$ cat src/rtl/rv32m_muldiv_unit_if.sv
// Request/response bundle between the execute stage and the RV32M mul/div unit.
// Latency: none (wires only).
// Backpressure: in_valid/in_ready on the request side, out_valid/out_ready on the result side.
interface rv32m_muldiv_unit_if #(
   parameter int XLEN = 32
);
   logic            in_valid;
   logic            in_ready;
   logic [2:0]      funct3;
   logic [XLEN-1:0] value1;
   logic [XLEN-1:0] value2;
   logic            flush;
   logic            busy;
   logic            out_valid;
   logic            out_ready;
   logic [XLEN-1:0] out;

   // Pipeline side: issues operations, kills them, consumes results
   modport master (
      output in_valid, funct3, value1, value2, flush, out_ready,
      input  in_ready, busy, out_valid, out
   );

   // Unit side
   modport slave (
      input  in_valid, funct3, value1, value2, flush, out_ready,
      output in_ready, busy, out_valid, out
   );
endinterface

$ cat src/rtl/rv32m_muldiv_unit.sv
// Iterative RV32M multiply/divide unit: one radix-2 shift-add or restoring-divide step per cycle.
// Latency: out_valid rises XLEN+2 edges after accept; divide-by-zero/overflow after 1 edge.
// Backpressure: accepts only in IDLE; result held in DONE until out_ready; flush aborts anything.
module rv32m_muldiv_unit #(
   parameter int XLEN = 32
) (
   input  logic                clk,
   input  logic                rst_n,
   rv32m_muldiv_unit_if.slave  io
);
   localparam int CNT_W = $clog2(XLEN + 1);

   typedef enum logic [1:0] {IDLE, CALC, FIXUP, DONE} state_t;

   state_t              state_q, state_d;
   logic [CNT_W-1:0]    cnt_q, cnt_d;
   logic [2:0]          op_q, op_d;
   logic                neg_q, neg_d;      // product / quotient must be negated
   logic                rsgn_q, rsgn_d;    // remainder takes the dividend sign
   logic [XLEN-1:0]     mcand_q, mcand_d;  // |rs2|: multiplicand or divisor
   logic [2*XLEN-1:0]   acc_q, acc_d;      // mul: {hi, multiplier}; div: {remainder, dividend/quotient}
   logic [XLEN-1:0]     out_q, out_d;
   logic                in_ready_q, in_ready_d;
   logic                busy_q, busy_d;
   logic                out_valid_q, out_valid_d;

   logic                sgn1, sgn2, s1, s2;
   logic [XLEN-1:0]     mag1, mag2;
   logic                div_zero, div_ovf, accept;
   logic [XLEN:0]       mul_add, trial, diff;
   logic [2*XLEN-1:0]   mul_next, div_next, prod;
   logic [XLEN-1:0]     quo, rem, res;

   // Operand decode at accept, one iteration step, and sign fix-up of the finished result
   always_comb begin
      sgn1     = (io.funct3 == 3'd0) || (io.funct3 == 3'd1) || (io.funct3 == 3'd2)
              || (io.funct3 == 3'd4) || (io.funct3 == 3'd6);
      sgn2     = (io.funct3 == 3'd0) || (io.funct3 == 3'd1)
              || (io.funct3 == 3'd4) || (io.funct3 == 3'd6);
      s1       = sgn1 & io.value1[XLEN-1];
      s2       = sgn2 & io.value2[XLEN-1];
      mag1     = s1 ? -io.value1 : io.value1;
      mag2     = s2 ? -io.value2 : io.value2;
      div_zero = io.funct3[2] && (io.value2 == '0);
      div_ovf  = ((io.funct3 == 3'd4) || (io.funct3 == 3'd6))
              && (io.value1 == {1'b1, {(XLEN-1){1'b0}}}) && (io.value2 == '1);

      // Shift-add: conditionally add the multiplicand to the high half, then shift right with carry
      mul_add  = acc_q[0] ? ({1'b0, acc_q[2*XLEN-1:XLEN]} + {1'b0, mcand_q})
                          : {1'b0, acc_q[2*XLEN-1:XLEN]};
      mul_next = {mul_add, acc_q[XLEN-1:1]};

      // Restoring divide: shift in the next dividend bit, keep the difference if it did not borrow
      trial    = {acc_q[2*XLEN-1:XLEN], acc_q[XLEN-1]};
      diff     = trial - {1'b0, mcand_q};
      div_next = diff[XLEN] ? {trial[XLEN-1:0], acc_q[XLEN-2:0], 1'b0}
                            : {diff[XLEN-1:0],  acc_q[XLEN-2:0], 1'b1};

      prod     = neg_q  ? -acc_q : acc_q;
      quo      = neg_q  ? -acc_q[XLEN-1:0] : acc_q[XLEN-1:0];
      rem      = rsgn_q ? -acc_q[2*XLEN-1:XLEN] : acc_q[2*XLEN-1:XLEN];
      if (op_q[2])
         res = op_q[1] ? rem : quo;
      else
         res = (op_q == 3'd0) ? prod[XLEN-1:0] : prod[2*XLEN-1:XLEN];
   end

   // Next-state, datapath register and registered-output computation
   always_comb begin
      state_d = state_q;
      cnt_d   = cnt_q;
      op_d    = op_q;
      neg_d   = neg_q;
      rsgn_d  = rsgn_q;
      mcand_d = mcand_q;
      acc_d   = acc_q;
      out_d   = out_q;
      accept  = io.in_valid && in_ready_q && !io.flush;

      case (state_q)
         IDLE: begin
            if (accept) begin
               op_d    = io.funct3;
               neg_d   = s1 ^ s2;
               rsgn_d  = s1;
               mcand_d = mag2;
               acc_d   = {{XLEN{1'b0}}, mag1};
               cnt_d   = '0;
               if (div_zero) begin
                  out_d   = io.funct3[1] ? io.value1 : '1;
                  state_d = DONE;
               end else if (div_ovf) begin
                  out_d   = io.funct3[1] ? '0 : io.value1;
                  state_d = DONE;
               end else begin
                  state_d = CALC;
               end
            end
         end
         CALC: begin
            acc_d = op_q[2] ? div_next : mul_next;
            if (cnt_q == CNT_W'(XLEN - 1)) begin
               cnt_d   = '0;
               state_d = FIXUP;
            end else begin
               cnt_d = cnt_q + CNT_W'(1);
            end
         end
         FIXUP: begin
            out_d   = res;
            state_d = DONE;
         end
         DONE: begin
            if (out_valid_q && io.out_ready)
               state_d = IDLE;
         end
         default: state_d = IDLE;
      endcase

      // A kill overrides everything, including a same-cycle accept or result handshake
      if (io.flush) begin
         state_d = IDLE;
         cnt_d   = '0;
         out_d   = out_q;
      end

      in_ready_d  = (state_d == IDLE);
      busy_d      = (state_d == CALC) || (state_d == FIXUP);
      // out_valid trails DONE entry by one cycle, so the result register is settled before it is offered
      out_valid_d = (state_q == DONE) && (state_d == DONE);
   end

   // State and output registers
   always_ff @(posedge clk or negedge rst_n) begin
      if (!rst_n) begin
         state_q     <= IDLE;
         cnt_q       <= '0;
         op_q        <= '0;
         neg_q       <= 1'b0;
         rsgn_q      <= 1'b0;
         mcand_q     <= '0;
         acc_q       <= '0;
         out_q       <= '0;
         in_ready_q  <= 1'b1;
         busy_q      <= 1'b0;
         out_valid_q <= 1'b0;
      end else begin
         state_q     <= state_d;
         cnt_q       <= cnt_d;
         op_q        <= op_d;
         neg_q       <= neg_d;
         rsgn_q      <= rsgn_d;
         mcand_q     <= mcand_d;
         acc_q       <= acc_d;
         out_q       <= out_d;
         in_ready_q  <= in_ready_d;
         busy_q      <= busy_d;
         out_valid_q <= out_valid_d;
      end
   end

   assign io.in_ready  = in_ready_q;
   assign io.busy      = busy_q;
   assign io.out_valid = out_valid_q;
   assign io.out       = out_q;
endmodule

$ cat src/flat_wrapper.sv
// flat-port wrapper written by rule: the top's interface ports become plain ports
module rv32m_muldiv_unit_flat 
#(
   parameter int XLEN = 32
)
  (clk, rst_n, io_in_valid, io_funct3, io_value1, io_value2, io_flush, io_out_ready, io_in_ready, io_busy, io_out_valid, io_out);
  rv32m_muldiv_unit_if #(.XLEN(XLEN)) io_i ();
  input  logic clk;
  input  logic rst_n;
  input wire logic [$bits(io_i.in_valid)-1:0] io_in_valid;
  input wire logic [$bits(io_i.funct3)-1:0] io_funct3;
  input wire logic [$bits(io_i.value1)-1:0] io_value1;
  input wire logic [$bits(io_i.value2)-1:0] io_value2;
  input wire logic [$bits(io_i.flush)-1:0] io_flush;
  input wire logic [$bits(io_i.out_ready)-1:0] io_out_ready;
  output wire logic [$bits(io_i.in_ready)-1:0] io_in_ready;
  output wire logic [$bits(io_i.busy)-1:0] io_busy;
  output wire logic [$bits(io_i.out_valid)-1:0] io_out_valid;
  output wire logic [$bits(io_i.out)-1:0] io_out;
  assign io_i.in_valid = io_in_valid;
  assign io_i.funct3 = io_funct3;
  assign io_i.value1 = io_value1;
  assign io_i.value2 = io_value2;
  assign io_i.flush = io_flush;
  assign io_i.out_ready = io_out_ready;
  assign io_in_ready = io_i.in_ready;
  assign io_busy = io_i.busy;
  assign io_out_valid = io_i.out_valid;
  assign io_out = io_i.out;
  rv32m_muldiv_unit #(.XLEN(XLEN)) u_core (.clk(clk), .rst_n(rst_n), .io(io_i));
endmodule
$ cat config.mk
export PLATFORM = sky130hd
export DESIGN_NAME = rv32m_muldiv_unit_flat
export DESIGN_NICKNAME = d
export VERILOG_FILES = /design/src/rtl/rv32m_muldiv_unit_if.sv /design/src/rtl/rv32m_muldiv_unit.sv /design/src/flat_wrapper.sv
export SDC_FILE = /design/constraint.sdc
export NUM_CORES = 1
export LEC_CHECK = 0
export CAP_MARGIN = 20
export CORE_MARGIN = 2
export CORE_UTILIZATION = 24
export CTS_CLUSTER_DIAMETER = 100
export DETAILED_ROUTE_END_ITERATION = 16
export PLACE_DENSITY = 0.46
export SLEW_MARGIN = 40
export SYNTH_ARGS = -nofsm -noshare
export SYNTH_HDL_FRONTEND = slang
export SYNTH_SLANG_ARGS = --single-unit
$ cat constraint.sdc
create_clock -name clk -period 3.55 [get_ports clk]
set_input_delay 0.71 -clock clk [delete_from_list [all_inputs] [get_ports clk]]
set_output_delay 0.71 -clock clk [all_outputs]
set_load 0.01 [all_outputs]
==> reports/metrics.cfg, run 1 <==
[synth]
synth_nets=2101
synthSimpleGateAreaFrac_pct=18.7
yosysWarnings=0
syn_area_sq_mm=0.0150
synth_seq_cells=144
synth_top_family_by_area=compound AO/OA/AOI/OAI gates
synth_edf_count=0
synth.mux.area_fraction_pct=4.79
synth-seq-area-share_pct=24.1
ys_types=82
syn_inst=1955
synth_flop_cell=dfrtp_1
async_reset_ff_share_pct=100
synthAdderAreaFrac_pct=7.90
synth_compound_area_share_pct=27.3
avgSynthCellArea_sq_um=7.65
synth-xor-area-share_pct=11.6

[final_layout]
areaGrowthSynthToFinish_pct=30.7
drive_above_1_share_pct=17.1
layout_common_cells=buf_4 (254), nand2_1 (215), o21ai_0 (172), a21oi_1 (172), dfrtp_1 (141)
layout_commonest_cell=buf_4
final_area_sq_mm=0.0195
nNetsFinal=2345
diodes=0
final_cells=3049

[sta]
slew_viol_final=0
setup_viol=0
rsz0062_at_grt=true
period_share_pct=97.9
max_freq_mhz=288
worst_pin_slew_ns=0.843
slew_headroom_pct=43.6
hold_viol=0
whs_ns=0.263
clock_skew_ns=0.0157
fin_crit_ns=3.48
tns_ns=0

[power]
p_leak_nw=8.08
pwr_density_cell_mw_per_mm2=936
ir_drop_v=0.000619
swShare_pct=48.4
p_int_w=0.00944
p_comb_share_pct=69.9
seq_power_share_pct=18.2
pwr-share-clk_pct=12.0
switchingPower_w=0.00885

[worst_setup_path]
worstSetupStartpoint=u_core.acc_q[32]$_DFFE_PN0P_
crit_type=reg -> reg
cp.arrival_ns=3.84
setup.worst_path.end_class=flip-flop
crit_path_start_kind=flip-flop
crit_path_max_fanout=4
crit_required_ns=3.91
rr_startpoint=u_core.acc_q[32]$_DFFE_PN0P_

[floorplanning]
start_util_pct=24.2
io_pins=107
die_y_um=254
chipWidth_um=254
fp.coreArea_sq_mm=0.0617
fp-row-count=91
dieArea_sq_mm=0.0643

[cts]
path_clk_slew_ns=0.07
clock-sinks=144
clk_path_buf_depth=2
cts_buffers=17
htree_levels=4
cts_tree=yes
clkLatencyLatePin_ns=0.50
root_buffer=clkbuf_16

[drt]
postRouteAntennaNets=0
drtIter0Drc=1260
wirelength_um=61900
vias=15800
wire_per_inst_um=20.3
drc=0
vias_per_cell=5.17
dr.pass1.iters=8

[grt]
grt-ovfl-total=0
antenna_found_initial=2
first_global_vias=15700
grt_first_pass_wirelength_um=95400
grt_max_degree=70
grt_usage_pct=19.5

[placement]
dpl.cell_count=3003
hpwlAfterDp_um=48400
dpl-instance-area_sq_mm=0.0185
gp_congestion=0.931
port_buffers=106

[flow_run]
cap_violations=0

[run_status]
status=finished clean

[hold_path]
hold_class=in -> async

## sequential cells by signal, indices dropped and copies added, names as in the netlist
name                 flops
u_core.acc_q            64
u_core.cnt_q             6
u_core.io.busy           1
u_core.io.in_ready       1
u_core.io.out           32
u_core.io.out_valid      1
u_core.mcand_q          32
u_core.neg_q             1
u_core.op_q              3
u_core.rsgn_q            1
u_core.state_q           2
## synthesized netlist by cell type (8+ instances only)
library cell,instances,area [sq um]
a211oi_1,35,263
a21o_1,33,248
a21oi_1,174,871
a221oi_1,8,70.1
a22o_1,10,87.6
a31oi_1,15,93.8
and2_1,10,62.6
and3_1,12,75.1
buf_1,9,33.8
clkbuf_1,127,477
dfrtp_1,143,3580
ha_1,72,901
inv_1,72,270
maj3_1,24,240
mux2i_1,66,661
nand2_1,217,815
nand2b_1,23,144
nand3_1,23,115
nand4_1,30,188
nor2_1,119,447
nor2b_1,20,125
nor3_1,29,145
nor4_1,16,100
o211ai_1,41,308
o21ai_0,184,921
o21bai_1,9,67.6
o221ai_1,19,166
o22ai_1,14,87.6
o31ai_1,26,195
o41ai_1,11,96.3
or3_1,29,181
or4_1,17,128
xnor2_1,111,972
xor2_1,85,744
## what timing repair did
action | 4_1_cts | 5_1_grt
pin swaps | 2 | 19
hold endpoints to repair | 0 | 0
cloned | 1 | 0
gates resized for setup | 9 | 52
buffers inserted | 4 | 10
hold buffers | 0 | 0
endpoints found under the setup margin | 16 | 56
## area by class of cell
type	instances	area, sq um
tap	837	1050
multi-input combinational	1591	10800
timing repair buffer	372	3170
sequential	144	3610
fill	6688	42200
clock buffer	20	457
inverter	73	274
clock inverter	12	226
## metal layers
metal	GRT usage, %	share of wire [%]	wire, um
met3	2.61	5.3	3260
met1	26.5	46	28700
met5	0	0.021	13
met4	7.14	2.9	1810
met2	31.3	45	28100
## worst max-delay path, cell delays in order (launching register included)
cell and delay, ns:
dfrtp_1 0.39, buf_6 0.13, inv_1 0.07, ha_1 0.17, or3b_4 0.38, or3_4 0.35
or4b_4 0.54, buf_4 0.17, or3_4 0.41, o21ai_2 0.13, xor2_1 0.28, nor2_1 0.09
a31oi_1 0.16, a2bb2oi_1 0.09
## stage by stage
stage	utilization [%]	total power [W]	worst slack, ns
after floorplan	-	0.0108	0.0173
after global placement	30.0	0.0153	-0.375
after detailed placement	30.0	0.0153	-0.424
after CTS	31.2	0.0179	0.00505
after global routing	31.7	0.0197	-0.0678
final	31.7	0.0183	0.0744
## final timing paths
kind                                                  end  cells after the start  slack (ns)
max                         u_core.io.out[16]$_DFFE_PN0P_                     13        0.07
max in group asynchronous  u_core.mcand_q[20]$_DFFE_PN0P_                      2        2.44
max reg2reg                 u_core.io.out[16]$_DFFE_PN0P_                     13        0.07
min                           u_core.acc_q[2]$_DFFE_PN0P_                      1        0.26
min reg2reg                  u_core.io.out[6]$_DFFE_PN0P_                      2        0.51
min in group clk             u_core.io.out[6]$_DFFE_PN0P_                      2        0.51
## kinds of logic after synthesis
group	after synthesis
xor gates and xnor gates	197
and+or+nand+nor	576
DFF	144
buffers and inverters	220
AOI/OAI and AO/OA	649
muxes	71
adders and majority gates	98
## power groups by stage
| stage | combinational [W] | sequential, W | clock (W) |
|---|---|---|---|
| finish | 0.0128 | 0.00332 | 0.00219 |
| global route | 0.0140 | 0.00342 | 0.00230 |
| CTS | 0.0123 | 0.00330 | 0.00225 |
| detailed placement | 0.0120 | 0.00332 | 0 |
| global placement | 0.0120 | 0.00332 | 0 |
| floorplan | 0.00794 | 0.00289 | 0 |
Power figures use the tool's default switching activity.
==> inputs of run 2 (changes only) <==
==> constraint.sdc (replaced) <==
create_clock -name clk -period 3.55 [get_ports clk]
set_input_delay 0.8875 -clock clk [delete_from_list [all_inputs] [get_ports clk]]
set_output_delay 0.8875 -clock clk [all_outputs]
set_load 0.01 [all_outputs]
==> run 2 against run 1 <==
Hold slack got worse by 0.012 ns. Final cell count increased by 0.13%. Fmax fell by 1.2%. Largest power group unchanged. Utilization grew 0.34 points. Clock power decreased by 9.6%. Combinational power barely moved. Critical endpoint is now u_core.io.out[15]$_DFFE_PN0P_. Highest routed layer is now met4. Critical path depth decreased by 3.
==> reports/metrics.cfg, run 2 (synthesized netlist as in run 1, its figures left out) <==
[sta]
fin_crit_ns=3.52  ; +0.0436 ns
period_share_pct=99.1  ; +1.2 points
whs_ns=0.252  ; -0.0116 ns
tns_ns=0  ; unchanged
rsz0062_at_grt=true
clock_skew_ns=0.0151  ; -0.000600 ns
slew_headroom_pct=42.0  ; -1.6 points
setup_viol=0  ; unchanged
slew_viol_final=0  ; unchanged
max_freq_mhz=284  ; -1.2%
worst_pin_slew_ns=0.870  ; +0.0265 ns
fin_ws_ns=0.0308  ; -0.0436 ns
hold_viol=0  ; unchanged

[worst_setup_path]
crit_required_ns=3.91  ; about the same
r2r-end=u_core.io.out[16]$_DFFE_PN0P_
rrSetupSlack_ns=0.08  ; about the same
crit_type=in -> reg
crit_path_start_kind=primary input
cp.arrival_ns=3.87  ; +0.03 ns
setup.worst_path.end_class=flip-flop
worstRegToRegCells=13  ; unchanged
crit_path_max_fanout=6  ; +2
rr_startpoint=u_core.acc_q[32]$_DFFE_PN0P_

[placement]
hpwlAfterDp_um=48800  ; +0.92%
gp_congestion=0.906  ; -2.7%
port_buffers=106  ; unchanged
dpl_worst_slack_ns=-0.545  ; -0.121 ns

[power]
ir_drop_v=0.000417  ; -33%
pwr-share-clk_pct=10.8  ; -1.2 points
seq_power_share_pct=18.2  ; about the same
p_comb_share_pct=71.0  ; +1.1 points
p_int_w=0.00935  ; -0.97%
swShare_pct=48.9  ; +0.54 points
p_leak_nw=8.18  ; +1.2%
switchingPower_w=0.00896  ; +1.2%
pwr_density_cell_mw_per_mm2=927  ; -0.99%
total_power_w=0.0183  ; about the same

[drt]
wire_per_inst_um=20.7  ; +1.9%
dr.pass1.iters=7  ; -1
drtIter0Drc=1332  ; +5.7%
wirelength_um=63100  ; +2.1%
drc=0  ; unchanged
vias_per_cell=5.22  ; +1.0%
postRouteAntennaNets=0  ; unchanged
vias=15900  ; +1.1%

[cts]
htree_levels=4  ; unchanged
clk_path_buf_depth=2  ; unchanged
root_buffer=clkbuf_16
path_clk_slew_ns=0.07  ; about the same
clock-sinks=144  ; unchanged
cts_tree=yes
clkLatencyLatePin_ns=0.48  ; -0.02 ns
cts_buffers=17  ; unchanged
holdBufCountCts=0  ; unchanged

[grt]
grt_max_degree=90  ; +29%
antenna_found_initial=0  ; -2
grt-ovfl-total=0  ; unchanged
first_global_vias=15600  ; -0.74%
grt_usage_pct=19.5  ; +0.036 points
grt_first_pass_wirelength_um=95700  ; +0.32%

[floorplanning]
io_pins=107  ; unchanged
chipWidth_um=254  ; unchanged
start_util_pct=24.2  ; unchanged
die_y_um=254  ; unchanged
dieArea_sq_mm=0.0643  ; unchanged
fp.coreArea_sq_mm=0.0617  ; unchanged
fp-row-count=91  ; unchanged

[run_status]
status=finished clean

[final_layout]
nNetsFinal=2350  ; +0.21%
drive_above_1_share_pct=18.1  ; +1.1 points
nFillCells=6643  ; -0.67%
layout_commonest_cell=buf_4
diodes=0  ; unchanged
largest_reg_flops=64  ; unchanged
layout_common_cells=buf_4 (250), nand2_1 (215), o21ai_0 (171)
areaGrowthSynthToFinish_pct=32.1
regMostFlops=u_core.acc_q

[flow_run]
cap_violations=0  ; unchanged

[hold_path]
hold_class=in -> async

[run 2: worst max path at each step]
stage	to	cells after the start	start
floorplan	u_core.io.busy$_DFF_PN0_	10	io_value2[6]
global placement	u_core.io.out[10]$_DFFE_PN0P_	12	io_value2[6]
detailed placement	u_core.io.out[10]$_DFFE_PN0P_	12	io_value2[6]
CTS	u_core.io.out[30]$_DFFE_PN0P_	13	u_core.acc_q[32]$_DFFE_PN0P_
global route	u_core.io.out[25]$_DFFE_PN0P_	12	io_value2[6]
finish	u_core.io.out[15]$_DFFE_PN0P_	10	io_value2[6]
[run 2: final cells by class]
type | instances | area, sq um | area share [%]
clock buffer | 19 | 453 | 2.29
clock inverter | 12 | 156 | 0.792
inverter | 73 | 277 | 1.40
multi-input combinational | 1592 | 10900 | 55.0
sequential | 144 | 3610 | 18.3
tap | 837 | 1050 | 5.30
timing repair buffer | 376 | 3340 | 16.9
[run 2: stage by stage]
stage                     util, %  area, sq um  instances
final                        32.0        19800       3053
after global routing         32.0        19800       3053
after CTS                    31.3        19300       3042
after detailed placement     30.1        18600       3006
after global placement       30.1        18500       3006
after floorplan                 -        15000       1955
[run 2: metal layers]
| layer | vias to the layer above | GRT usage (%) | share of wire [%] |
|---|---|---|---|
| met3 | 94 | 2.41 | 5.1 |
| li1 | 7614 | - | - |
| met5 | - | 0 | 0 |
| met1 | 7702 | 26.6 | 46 |
| met2 | 526 | 31.8 | 45 |
| met4 | 0 | 6.57 | 3.0 |
[run 2: power by group through the flow]
stage                     Combinational, W  Clock, W  Sequential, W
final                               0.0130   0.00198        0.00333
after global routing                0.0141   0.00208        0.00342
after CTS                           0.0124   0.00202        0.00331
after detailed placement            0.0120         0        0.00334
after global placement              0.0120         0        0.00333
after floorplan                    0.00794         0        0.00289
[run 2: worst max-delay path, cell delays in order]
cell and delay (ns):
clkdlybuf4s50_1 0.42, or4_4 0.54, or4b_4 0.56, nor2_4 0.13, and2_4 0.16, and4b_4 0.33
buf_8 0.16, buf_6 0.11, o22ai_4 0.13, o41ai_1 0.42
[run 2: what timing repair did]
item / 4_1_cts / 5_1_grt
pin swaps: 2 / 25
setup endpoints to repair: 28 / 59
resized for setup: 12 / 76
cloned: 2 / 5
buffers inserted: 3 / 5
